===== config.mk =====
export PLATFORM = sky130hd
export DESIGN_NAME = alu_arbiter
export DESIGN_NICKNAME = d
export VERILOG_FILES = /design/src/rtl/alu_pkg.sv /design/src/rtl/alu_core.sv /design/src/rtl/alu_arbiter.sv
export SDC_FILE = /design/constraint.sdc
export NUM_CORES = 1
export LEC_CHECK = 0
export CAP_MARGIN = 20
export CORE_MARGIN = 2
export CORE_UTILIZATION = 52
export DETAILED_ROUTE_END_ITERATION = 10
export HOLD_SLACK_MARGIN = 0.03
export PLACE_DENSITY = 0.93
export SKIP_CTS_REPAIR_TIMING = 1
export SYNTH_ARGS = -nofsm -noshare
export SYNTH_HDL_FRONTEND = slang
export SYNTH_SLANG_ARGS = --single-unit

===== constraint.sdc =====
create_clock -name clk -period 7.25 [get_ports clk]
set_clock_uncertainty 0.2 [all_clocks]
set_input_delay 1.0875 -clock clk [delete_from_list [all_inputs] [get_ports clk]]
set_output_delay 1.0875 -clock clk [all_outputs]
set_load 0.01 [all_outputs]

===== src/rtl/alu_pkg.sv =====
// Shared definitions for the mini-CPU ALU and the arbiter that lets
// two requesters share it: opcodes, FSM state encodings and default width.
package alu_pkg;

  localparam int DATA_W_DEF = 4;

  localparam logic [2:0] OP_ADD = 3'b000;
  localparam logic [2:0] OP_SUB = 3'b001;
  localparam logic [2:0] OP_AND = 3'b010;
  localparam logic [2:0] OP_OR  = 3'b011;
  localparam logic [2:0] OP_XOR = 3'b100;
  localparam logic [2:0] OP_NOT = 3'b101;
  localparam logic [2:0] OP_SHL = 3'b110;
  localparam logic [2:0] OP_SHR = 3'b111;

  typedef enum logic [1:0] {
    IDLE = 2'b00,
    EXEC = 2'b01,
    RESP = 2'b10
  } state_t;

endpackage


===== src/rtl/alu_core.sv =====
// Purely combinational ALU: (a, b, op) -> (result, zero). Results wrap
// modulo 2^DATA_W and shifts are logical; B is unused by NOT and the shifts.
module alu_core
  import alu_pkg::*;
#(
  parameter int DATA_W = DATA_W_DEF
) (
  input  logic [2:0]        op,
  input  logic [DATA_W-1:0] a,
  input  logic [DATA_W-1:0] b,
  output logic [DATA_W-1:0] result,
  output logic              zero
);

  // Opcode decode and zero flag
  always_comb begin
    result = {DATA_W{1'b0}};
    case (op)
      OP_ADD:  result = a + b;
      OP_SUB:  result = a - b;
      OP_AND:  result = a & b;
      OP_OR:   result = a | b;
      OP_XOR:  result = a ^ b;
      OP_NOT:  result = ~a;
      OP_SHL:  result = {a[DATA_W-2:0], 1'b0};
      OP_SHR:  result = {1'b0, a[DATA_W-1:1]};
      default: result = {DATA_W{1'b0}};
    endcase
    zero = (result == {DATA_W{1'b0}});
  end

endmodule


===== src/rtl/alu_arbiter.sv =====
// Round-robin front end sharing one alu_core between two requesters, with
// a registered, backpressured response tagged by requester ID.
module alu_arbiter
  import alu_pkg::*;
#(
  parameter int DATA_W = DATA_W_DEF,
  parameter int CNT_W  = 8
) (
  input  logic              clk,
  input  logic              reset,
  input  logic              req0_valid,
  output logic              req0_ready,
  input  logic [2:0]        req0_op,
  input  logic [DATA_W-1:0] req0_a,
  input  logic [DATA_W-1:0] req0_b,
  input  logic              req1_valid,
  output logic              req1_ready,
  input  logic [2:0]        req1_op,
  input  logic [DATA_W-1:0] req1_a,
  input  logic [DATA_W-1:0] req1_b,
  output logic              rsp_valid,
  input  logic              rsp_ready,
  output logic              rsp_id,
  output logic [DATA_W-1:0] rsp_result,
  output logic              rsp_zero,
  output logic              busy,
  output logic [CNT_W-1:0]  ops_done
);

  state_t              state_r;
  logic                last_grant_r;
  logic [2:0]          op_r;
  logic [DATA_W-1:0]   a_r;
  logic [DATA_W-1:0]   b_r;
  logic                id_r;
  logic                rsp_valid_r;
  logic                rsp_id_r;
  logic [DATA_W-1:0]   rsp_result_r;
  logic                rsp_zero_r;
  logic                busy_r;
  logic [CNT_W-1:0]    ops_done_r;

  logic                grant0_s;
  logic                grant1_s;
  logic [2:0]          sel_op_s;
  logic [DATA_W-1:0]   sel_a_s;
  logic [DATA_W-1:0]   sel_b_s;
  logic [DATA_W-1:0]   alu_result_s;
  logic                alu_zero_s;

  // Round-robin grant; on contention the requester not served last wins
  always_comb begin
    grant0_s = 1'b0;
    grant1_s = 1'b0;
    if (state_r == IDLE) begin
      if (req0_valid && req1_valid) begin
        grant0_s = last_grant_r;
        grant1_s = ~last_grant_r;
      end else begin
        grant0_s = req0_valid;
        grant1_s = req1_valid;
      end
    end else begin
      grant0_s = 1'b0;
      grant1_s = 1'b0;
    end
  end

  // Operand mux feeding the capture registers
  always_comb begin
    sel_op_s = req0_op;
    sel_a_s  = req0_a;
    sel_b_s  = req0_b;
    if (grant1_s) begin
      sel_op_s = req1_op;
      sel_a_s  = req1_a;
      sel_b_s  = req1_b;
    end else begin
      sel_op_s = req0_op;
      sel_a_s  = req0_a;
      sel_b_s  = req0_b;
    end
  end

  alu_core #(.DATA_W(DATA_W)) u_alu_core (
    .op     (op_r),
    .a      (a_r),
    .b      (b_r),
    .result (alu_result_s),
    .zero   (alu_zero_s)
  );

  // Accept/execute/respond FSM with capture, response and counter registers
  always_ff @(posedge clk) begin
    if (reset) begin
      state_r      <= IDLE;
      last_grant_r <= 1'b1;
      op_r         <= 3'b000;
      a_r          <= {DATA_W{1'b0}};
      b_r          <= {DATA_W{1'b0}};
      id_r         <= 1'b0;
      rsp_valid_r  <= 1'b0;
      rsp_id_r     <= 1'b0;
      rsp_result_r <= {DATA_W{1'b0}};
      rsp_zero_r   <= 1'b0;
      busy_r       <= 1'b0;
      ops_done_r   <= {CNT_W{1'b0}};
    end else begin
      case (state_r)
        IDLE: begin
          if (grant0_s || grant1_s) begin
            op_r         <= sel_op_s;
            a_r          <= sel_a_s;
            b_r          <= sel_b_s;
            id_r         <= grant1_s;
            last_grant_r <= grant1_s;
            busy_r       <= 1'b1;
            state_r      <= EXEC;
          end
        end
        EXEC: begin
          rsp_result_r <= alu_result_s;
          rsp_zero_r   <= alu_zero_s;
          rsp_id_r     <= id_r;
          rsp_valid_r  <= 1'b1;
          state_r      <= RESP;
        end
        RESP: begin
          // Response fields stay frozen until the consumer takes them
          if (rsp_ready) begin
            rsp_valid_r <= 1'b0;
            busy_r      <= 1'b0;
            ops_done_r  <= ops_done_r + CNT_W'(1);
            state_r     <= IDLE;
          end
        end
        default: begin
          rsp_valid_r <= 1'b0;
          busy_r      <= 1'b0;
          state_r     <= IDLE;
        end
      endcase
    end
  end

  assign req0_ready = grant0_s;
  assign req1_ready = grant1_s;
  assign rsp_valid  = rsp_valid_r;
  assign rsp_id     = rsp_id_r;
  assign rsp_result = rsp_result_r;
  assign rsp_zero   = rsp_zero_r;
  assign busy       = busy_r;
  assign ops_done   = ops_done_r;

endmodule


-- Word level (Yosys, flattened, before mapping)
Index checks and enable logic that the tools add are counted.
- add/sub/neg operators: 3
- equal/unequal tests: 11
- muxes and demuxes: 15
- bitwise gates (word level): 7
- reductions and logical operators: 10
- operators with widths (operator ; number):
    case mux 4 bit (8 select lines) ; 1
    equality test 3 bit (second input constant) ; 4
    adder 8 x 1 -> 8 bit (second input constant) ; 1
    two-way mux 4 bit ; 2
    AND reduction 2 bit ; 4
    equality test 3 x 2 -> 1 bit (second input constant) ; 2
    two-way mux 1 bit ; 6
    case mux 1 bit (3 select lines) ; 2
    case mux 2 bit (3 select lines) ; 1
    adder 4 bit ; 1
    bitwise AND 4 bit ; 1
    zero test 4 bit ; 1
    two-way mux 2 bit ; 2
    NOT 4 bit ; 1
    bitwise OR 4 bit ; 1
    subtractor 4 bit ; 1
    XOR 4 bit ; 1
    equality test 3 x 1 -> 1 bit (second input constant) ; 1
    zero test 3 bit ; 1
    two-way mux 3 bit ; 1
    NOT 1 bit ; 3
    AND reduction 3 bit ; 1
    equality test 2 x 1 -> 1 bit (second input constant) ; 1
    equality test 2 bit (second input constant) ; 1
    other kinds (5) ; 5
- register bits after elaboration: 31
- input bits: 27
- output and inout bits: 18
- word-level logic and storage cells: 58

-- Logic depth before layout (Yosys ltp)
Gate-level depths: netlist of the first run.
- depth in word-level cells: 6
- gate-level depth with buffers: 12

-- Modules after synthesis
Synthesis of the first run repeated with hierarchy kept, for this count alone.
- cells, all modules: 229
- area total of the unflattened synthesis: 1900.6 µm²
- by module, submodules not included (module ; times used ; cells each ; area an instance (µm²) ; sequential area each (µm²)):
    alu_arbiter ; 1 ; 154 ; 1348.8 ; 620.6
    alu_core ; 1 ; 75 ; 551.8 ; 0.0

-- Least setup slack after synthesis of the first run
No wires, ideal clock.
- kind: input-to-output
- start: in req0_valid
- end: out req0_ready
- arrival time: 1.674 ns
- data required time: 5.963 ns
- path slack: 4.289 ns
- stages: 3
- path through: nand2_1 > a21oi_1 > clkbuf_1
- cells in the longest elaborated chain, start to end: 3
- ends and longest elaborated chain (item ; RTL line ; text):
    start, declared ; alu_arbiter.sv:11 ; input logic req0_valid,
    logical AND 1 bit ; alu_arbiter.sv:56 ; if (req0_valid && req1_valid) begin
    two-way mux 1 bit * ; alu_arbiter.sv:56 ;
    two-way mux 1 bit * ; alu_arbiter.sv:55 ; if (state_r == IDLE) begin
    end, declared ; alu_arbiter.sv:12 ; output logic req0_ready,
Mark *: on every way between the ends. The rest lies on a longest branch, timed or not.

-- Final worst setup path of the first run
- start: in req1_valid
- end: out req1_ready
- cells in the longest elaborated chain, start to end: 3
- ends and longest elaborated chain (item ; RTL line ; text):
    start, declared ; alu_arbiter.sv:16 ; input logic req1_valid,
    logical AND 1 bit ; alu_arbiter.sv:56 ;
    two-way mux 1 bit * ; alu_arbiter.sv:56 ;
    two-way mux 1 bit * ; alu_arbiter.sv:55 ;
    end, declared ; alu_arbiter.sv:17 ; output logic req1_ready,
Marks and branches as above.

==> run metrics, run 1 <==
status complete, no violations; cell area after technology mapping 0.00172 mm2; Critical Path RT 5.96 ns; total clock sinks 31; Worst EP arrival 3.21 ns; average vias per placed instance 5.88; power density of the placed cells 209 mW/mm2; height of the die 61.6 um; Critical path buffers and inverters 2; Synth Area in Compound Gates 18.3%; Relative slew margins 31.1%; vias in the first global route 1531; startpoint of the lowest-slack register-to-register path op_r[1]$_SDFFE_PP0P_; final number of hold-violating endpoints 0; wire length of the first global-routing pass 7.08 mm; Max rail drop VDD 0.182 mV; number of vias in the routed layout 1698; CTS buffer count 5; dominant combinational cell family by area after synthesis simple AND/OR/NAND/NOR gates; I/O pin total 45; Net Count, Synth 243; Die ar. 0.00379 mm2; maximum number of pins on one net before global-route repair 33; WHS Endpoint rsp_result[3]$_SDFFE_PP0P_; leakage dissipation 0.000906 uW; flip-flop and latch count after synthesis 31; final instance area 0.00229 mm2; cell family contributing the most delay on the critical path buffers and inverters; total half-perimeter wirelength after legalization and detailed placement 3.09 mm; GPL Wtd Cong 0.782; final wirelength 4.33 mm; FP Rows 20; number of max-capacitance violations reported 0; Worst Reg2Reg Path Length in Cells 10; setup TNS after final layout 0 ns; Cells after Synth 202; ant diodes 0; fraction of the cycle the final worst path needs 62.0%; adder-cell area share of the yosys netlist 10.6%; CTS tree done; proportion of synthesized area in mux cells 2.54%; cells traversed along the worst timing path clkdlybuf4s50_1 -> nand2_1 -> a21oi_1 -> clkdlybuf4s50_1; htree depth 2; critical-path maximum fanout 13; starting utilization of the core area 55.6%; post-route antenna net violation count 0; # DRC 0; number of antenna violations at the first check in global routing 0; length of the first detailed-routing pass in iterations 6; largest stage delay on the critical path 0.80 ns; unrepaired setup endpoints after global routing false; end of the worst register-to-register path rsp_result[3]$_SDFFE_PP0P_; warning count from the yosys run 0; average wire length per cell after detail routing 15.0 um; DRC marker count from the first detailed-route iteration 142; setup violators final 0; max-slew violation count 0; xor and xnor fraction of the mapped netlist area 5.08%; post-route minimum period 4.49 ns; category of the critical setup timing path in2out; achievable clock frequency 223 MHz; clock latency of the later-clocked register in the worst-skew pair 0.34 ns; remaining global-route overflow 0; Hold Path Cell Cnt 2; actual transition at the worst max-transition pin 1.03 ns; overall track demand over capacity in global routing 25.5%; average size of a mapped cell 8.54 um2; count of input and output buffers 44; type of the most critical hold path reg2reg; ratio of cells with drive above 1 in the final layout 5.71%; number of inserted filler cells in the final layout 217; startpoint kind of the worst setup timing path input pin; library cell contributing the largest single delay on the critical path sky130_fd_sc_hd__a21oi_1; total number of nets in the final design 285; floorplan core area 0.00310 mm2; sequential element share of the synthesized area 36.0%; library cell used as clock root buffer sky130_fd_sc_hd__clkbuf_4; Top cell by count, worst path sky130_fd_sc_hd__clkdlybuf4s50_1; post-synthesis share of cell area spent on and, or, nand and nor gates 22.3%; layout-stage area growth over the synthesis result 32.7%; endpoint class of the critical path output pin; register-to-register setup slack 4.27 ns; DP Area 0.00219 mm2; Die Width 61.6 um; count of cell types in the netlist 39; CTS clock-pin slew for the worst setup and hold paths 0.10 ns; number of buffers on the longest clock path 2; hold path start rsp_result[3]$_SDFFE_PP0P_
[per-layer routing]
metal  global-route usage (%)  vias to the layer above  share of wire (%)  wire length [um]
li1                         -                      807                  -                 -
met1                     31.0                      791                 40              1740
met2                     42.4                       90                 50              2140
met3                     7.35                       10                8.3               357
met4                     10.3                        0                2.1                91
met5                        0                        -                  0                 0
[placed cells by master, fill, tap and decap left out, drive strengths merged, types with 4 or more instances in the layout]
master / instances
a21oi: 12
a222oi: 11
clkbuf: 6
clkdlybuf4s50: 44
dfxtp: 31
ha: 13
inv: 13
nand2: 10
nand2b: 9
nand4: 4
nor2: 32
nor2b: 5
o21ai: 6
xnor2: 4
xor2: 6
[synthesized netlist by cell type]
cell	instances	area, um2
sky130_fd_sc_hd__nor2_1	32	120
sky130_fd_sc_hd__dfxtp_1	31	621
sky130_fd_sc_hd__ha_1	13	163
sky130_fd_sc_hd__inv_1	13	48.8
sky130_fd_sc_hd__a21oi_1	12	60.1
sky130_fd_sc_hd__a222oi_1	11	110
sky130_fd_sc_hd__clkbuf_1	11	41.3
sky130_fd_sc_hd__nand2_1	10	37.5
sky130_fd_sc_hd__nand2b_1	9	56.3
sky130_fd_sc_hd__o21ai_0	6	30.0
sky130_fd_sc_hd__xor2_1	6	52.6
sky130_fd_sc_hd__nor2b_1	5	31.3
sky130_fd_sc_hd__nand4_1	4	25.0
sky130_fd_sc_hd__xnor2_1	4	35.0
sky130_fd_sc_hd__a211oi_1	3	22.5
sky130_fd_sc_hd__nand3_1	3	15.0
sky130_fd_sc_hd__nor3_1	3	15.0
sky130_fd_sc_hd__a2111oi_0	2	17.5
sky130_fd_sc_hd__and3_1	2	12.5
sky130_fd_sc_hd__and3b_1	2	17.5
sky130_fd_sc_hd__o22ai_1	2	12.5
sky130_fd_sc_hd__a211o_1	1	8.76
sky130_fd_sc_hd__a31oi_1	1	6.26
sky130_fd_sc_hd__and2_1	1	6.26
sky130_fd_sc_hd__and3_4	1	11.3
sky130_fd_sc_hd__and4_1	1	8.76
sky130_fd_sc_hd__fa_1	1	20.0
sky130_fd_sc_hd__mux2_2	1	11.3
sky130_fd_sc_hd__mux2i_1	1	10.0
sky130_fd_sc_hd__mux4_2	1	22.5
sky130_fd_sc_hd__nand3b_1	1	7.51
sky130_fd_sc_hd__o2111a_1	1	11.3
sky130_fd_sc_hd__o211a_1	1	10.0
sky130_fd_sc_hd__o21bai_1	1	7.51
sky130_fd_sc_hd__o311a_1	1	10.0
sky130_fd_sc_hd__o32ai_1	1	8.76
sky130_fd_sc_hd__or2_2	1	6.26
sky130_fd_sc_hd__or3_1	1	6.26
sky130_fd_sc_hd__or4_1	1	7.51
[stage by stage]
stage / cells / worst slack (ns) / power, uW / hold slack, ns / utilization [%]
after floorplan: 202 / 4.29 / 285 / 0.232 / -
after global placement: 280 / 2.94 / 328 / 0.244 / 70.4
after detailed placement: 280 / 2.87 / 333 / 0.249 / 70.4
after CTS: 288 / 2.83 / 476 / 0.263 / 73.2
after global routing: 289 / 2.66 / 501 / 0.284 / 73.7
final: 289 / 2.76 / 478 / 0.257 / 73.7
[area by class of cell]
cell class | count | area, um2 | area share (%)
clock inverter | 2 | 35.0 | 1.53
inverter | 13 | 48.8 | 2.13
tap | 44 | 55.1 | 2.41
sequential | 31 | 621 | 27.1
timing repair buffer | 46 | 463 | 20.2
clock buffer | 6 | 51.3 | 2.24
multi-input combinational | 147 | 1010 | 44.3
[worst min-delay path, stage by stage, from the launching register on]
cell	delay, ns
sky130_fd_sc_hd__dfxtp_1	0.32
sky130_fd_sc_hd__nand2_1	0.05
sky130_fd_sc_hd__a21oi_1	0.05
[power by group]
part / internal (uW) / switching, uW
registers: 183 / 18.5
logic: 68.6 / 63.3
clock network: 81.5 / 63.0
[how the worst max path moves through the flow]
stage	startpoint	endpoint	depth (start not counted)
6_report	req1_valid	req1_ready	4
5_1_grt	req1_valid	req1_ready	4
4_1_cts	req1_valid	req1_ready	4
3_5_place_dp	req1_valid	req1_ready	4
3_3_place_gp	req1_valid	req1_ready	4
2_1_floorplan	req0_valid	req0_ready	3
[sequential cells by signal (all words and copies together) (netlist names), 2 cells and up]
register,flops
ops_done,8
rsp_result,4
a_r,4
op_r,3
b_r,4
state_r,2
[logic make-up (layout without fill, tap and decap cells)]
kind of cell               after synthesis  count (layout)
and+or+nand+nor                         77              77
AOI/OAI and AO/OA                       43              43
DFF                                     31              31
buffers and inverters                   24              67
adders and majority gates               14              14
xor gates and xnor gates                10              10
muxes                                    3               3
No activity file was read; power rests on OpenSTA's default activity.
==> run 2, diff against run 1 <==
--- a/config.mk
+++ b/config.mk
@@ -7,10 +7,10 @@
 export LEC_CHECK = 0
 export CAP_MARGIN = 20
 export CORE_MARGIN = 2
-export CORE_UTILIZATION = 52
+export CORE_UTILIZATION = 48
 export DETAILED_ROUTE_END_ITERATION = 10
 export HOLD_SLACK_MARGIN = 0.03
-export PLACE_DENSITY = 0.93
+export PLACE_DENSITY = 0.87
 export SKIP_CTS_REPAIR_TIMING = 1
 export SYNTH_ARGS = -nofsm -noshare
 export SYNTH_HDL_FRONTEND = slang
==> constraint.sdc (replaced) <==
create_clock -name clk -period 4.26 [get_ports clk]
set_clock_uncertainty 0.2 [all_clocks]
set_input_delay 0.639 -clock clk [delete_from_list [all_inputs] [get_ports clk]]
set_output_delay 0.639 -clock clk [all_outputs]
set_load 0.01 [all_outputs]
==> run 2 against run 1 <==
Against the previous run: die area rose by 7.8%; clock power increased by 39%; global-route usage is 5.5 points lower; non-clock buffer count increased by 2; sequential share of layout area down 0.19 points; first-iteration DRC count down 25%; flip-flop and latch count did not move.
==> run metrics, run 2 (synthesis gave the netlist of run 1 again) <==
Worst EP arrival 2.12 ns; endpoint class of the critical path output pin; category of the critical setup timing path in2out; startpoint kind of the worst setup timing path input pin; clock latency of the later-clocked register in the worst-skew pair 0.34 ns; setup violators final 0; average vias per placed instance 5.48; number of max-capacitance violations reported 0; total half-perimeter wirelength after legalization and detailed placement 2.88 mm; most frequent cells in the layout sky130_fd_sc_hd__clkdlybuf4s50_1 (44), sky130_fd_sc_hd__nor2_1 (32), sky130_fd_sc_hd__dfxtp_1 (31), sky130_fd_sc_hd__inv_1 (13), sky130_fd_sc_hd__ha_1 (13); I/O pin total 45; Max rail drop VDD 0.202 mV; P_sw 243 uW; FP Rows 21; most common cell after layout, fill and taps aside sky130_fd_sc_hd__clkdlybuf4s50_1; fraction of the cycle the final worst path needs 69.4%; startpoint of the lowest-slack register-to-register path op_r[1]$_SDFFE_PP0P_; CTS tree done; power density of the placed cells 335 mW/mm2; average wire length per cell after detail routing 13.6 um; achievable clock frequency 338 MHz; Int Power 528 uW; hold path start rsp_result[3]$_SDFFE_PP0P_; final wirelength 3.99 mm; DRC marker count from the first detailed-route iteration 106; layout-stage area growth over the synthesis result 33.6%; total number of nets in the final design 287; vias in the first global route 1421; net switching share of the total power 31.5%; remaining global-route overflow 0; WHS Endpoint rsp_result[3]$_SDFFE_PP0P_; overall track demand over capacity in global routing 20.1%; Relative slew margins 65.2%; type of the most critical hold path reg2reg; Setup WS pre-CTS 1.31 ns; wire length of the first global-routing pass 6.40 mm; GPL Wtd Cong 0.899; Die ar. 0.00409 mm2; floorplan core area 0.00339 mm2; combinational fraction of design power 29.6%; Storage cell area 621 um2; part of the total power dissipated in the clock network 26.2%; post-route minimum period 2.95 ns; max-slew violation count 0; starting utilization of the core area 50.9%; number of vias in the routed layout 1607; CTS buffer count 5; dpl cells 284; critical-path maximum fanout 13; Power Total 771 uW; status complete, no violations; unrepaired setup endpoints after global routing false; number of buffers on the longest clock path 2; number of inserted filler cells in the final layout 274; total clock sinks 31; # DRC 0; maximum number of pins on one net before global-route repair 33; height of the die 63.9 um; end of the worst register-to-register path rsp_result[3]$_SDFFE_PP0P_; CTS clock-pin slew for the worst setup and hold paths 0.09 ns; fin worst setup slack 1.31 ns; count of input and output buffers 44; Hold Path Cell Cnt 2; ant diodes 0; leakage dissipation 0.000911 uW; length of the first detailed-routing pass in iterations 4; ratio of cells with drive above 1 in the final layout 6.48%; Largest register FFs 8; Hold Slack 0.266 ns; Sequential Power Share 44.2%; htree depth 2; number of antenna violations at the first check in global routing 0; actual transition at the worst max-transition pin 0.509 ns; number of standard cells in the layout, taps in and fillers out 293; Critical Path RT 3.42 ns; setup TNS after final layout 0 ns; post-route antenna net violation count 0; Worst Reg2Reg Path Length in Cells 10; multi-input combinational cell area 0.00101 mm2; register-to-register setup slack 1.45 ns; final number of hold-violating endpoints 0; library cell used as clock root buffer sky130_fd_sc_hd__clkbuf_4; Die Width 63.9 um
==> run 2: cell count changes in the layout (fill, tap and decap cells not counted), sizes merged <==
cell	change
clkinvlp	+1
bufinv	-1
clkinv	-1
buf	+2
clkbuf	+1
==> run 2: power by group through the flow <==
stage	combinational (uW)	clock (uW)	sequential, uW
5_1_grt	252	221	345
2_1_floorplan	147	0	338
6_report	228	202	341
3_3_place_gp	218	0	347
3_5_place_dp	222	0	347
4_1_cts	225	205	341
==> run 2: routing by layer <==
layer / vias up / track usage [%] / share of wire [%]
met5: - / 0 / 0
met4: 0 / 5.71 / 1.3
met3: 6 / 6.69 / 6.1
met2: 53 / 31.5 / 47
met1: 740 / 26.2 / 46
li1: 808 / - / -
==> run 2: worst max path at each step <==
stage,startpoint,to,depth (start not counted)
after CTS,req1_valid,req1_ready,5
after global routing,op_r[0]$_SDFFE_PP0P_,rsp_result[3]$_SDFFE_PP0P_,9
after floorplan,op_r[0]$_SDFFE_PP0P_,rsp_result[3]$_SDFFE_PP0P_,11
after global placement,req0_valid,req0_ready,5
after detailed placement,req1_valid,req1_ready,5
final,req1_valid,req1_ready,5
==> run 2: per-stage QoR <==
step,area [um2],utilization (%)
6_report,2300,68.0
5_1_grt,2300,68.0
4_1_cts,2280,67.1
3_5_place_dp,2200,65.0
3_3_place_gp,2200,65.0
2_1_floorplan,1720,-
==> run 2: critical path, stage by stage <==
cell and delay [ns]:
sky130_fd_sc_hd__clkdlybuf4s50_1 0.49, sky130_fd_sc_hd__nand2_1 0.08, sky130_fd_sc_hd__a21oi_1 0.13, sky130_fd_sc_hd__buf_4 0.21
sky130_fd_sc_hd__clkdlybuf4s50_1 0.57
==> run 2: final cells by class <==
| cell class | instances | share of cell area [%] |
|---|---|---|
| Clock buffer | 7 | 2.82 |
| Clock inverter | 1 | 0.326 |
| Inverter | 13 | 2.12 |
| Multi-Input combinational cell | 147 | 44.0 |
| Sequential cell | 31 | 26.9 |
| Tap cell | 46 | 2.50 |
| Timing Repair Buffer | 48 | 21.3 |
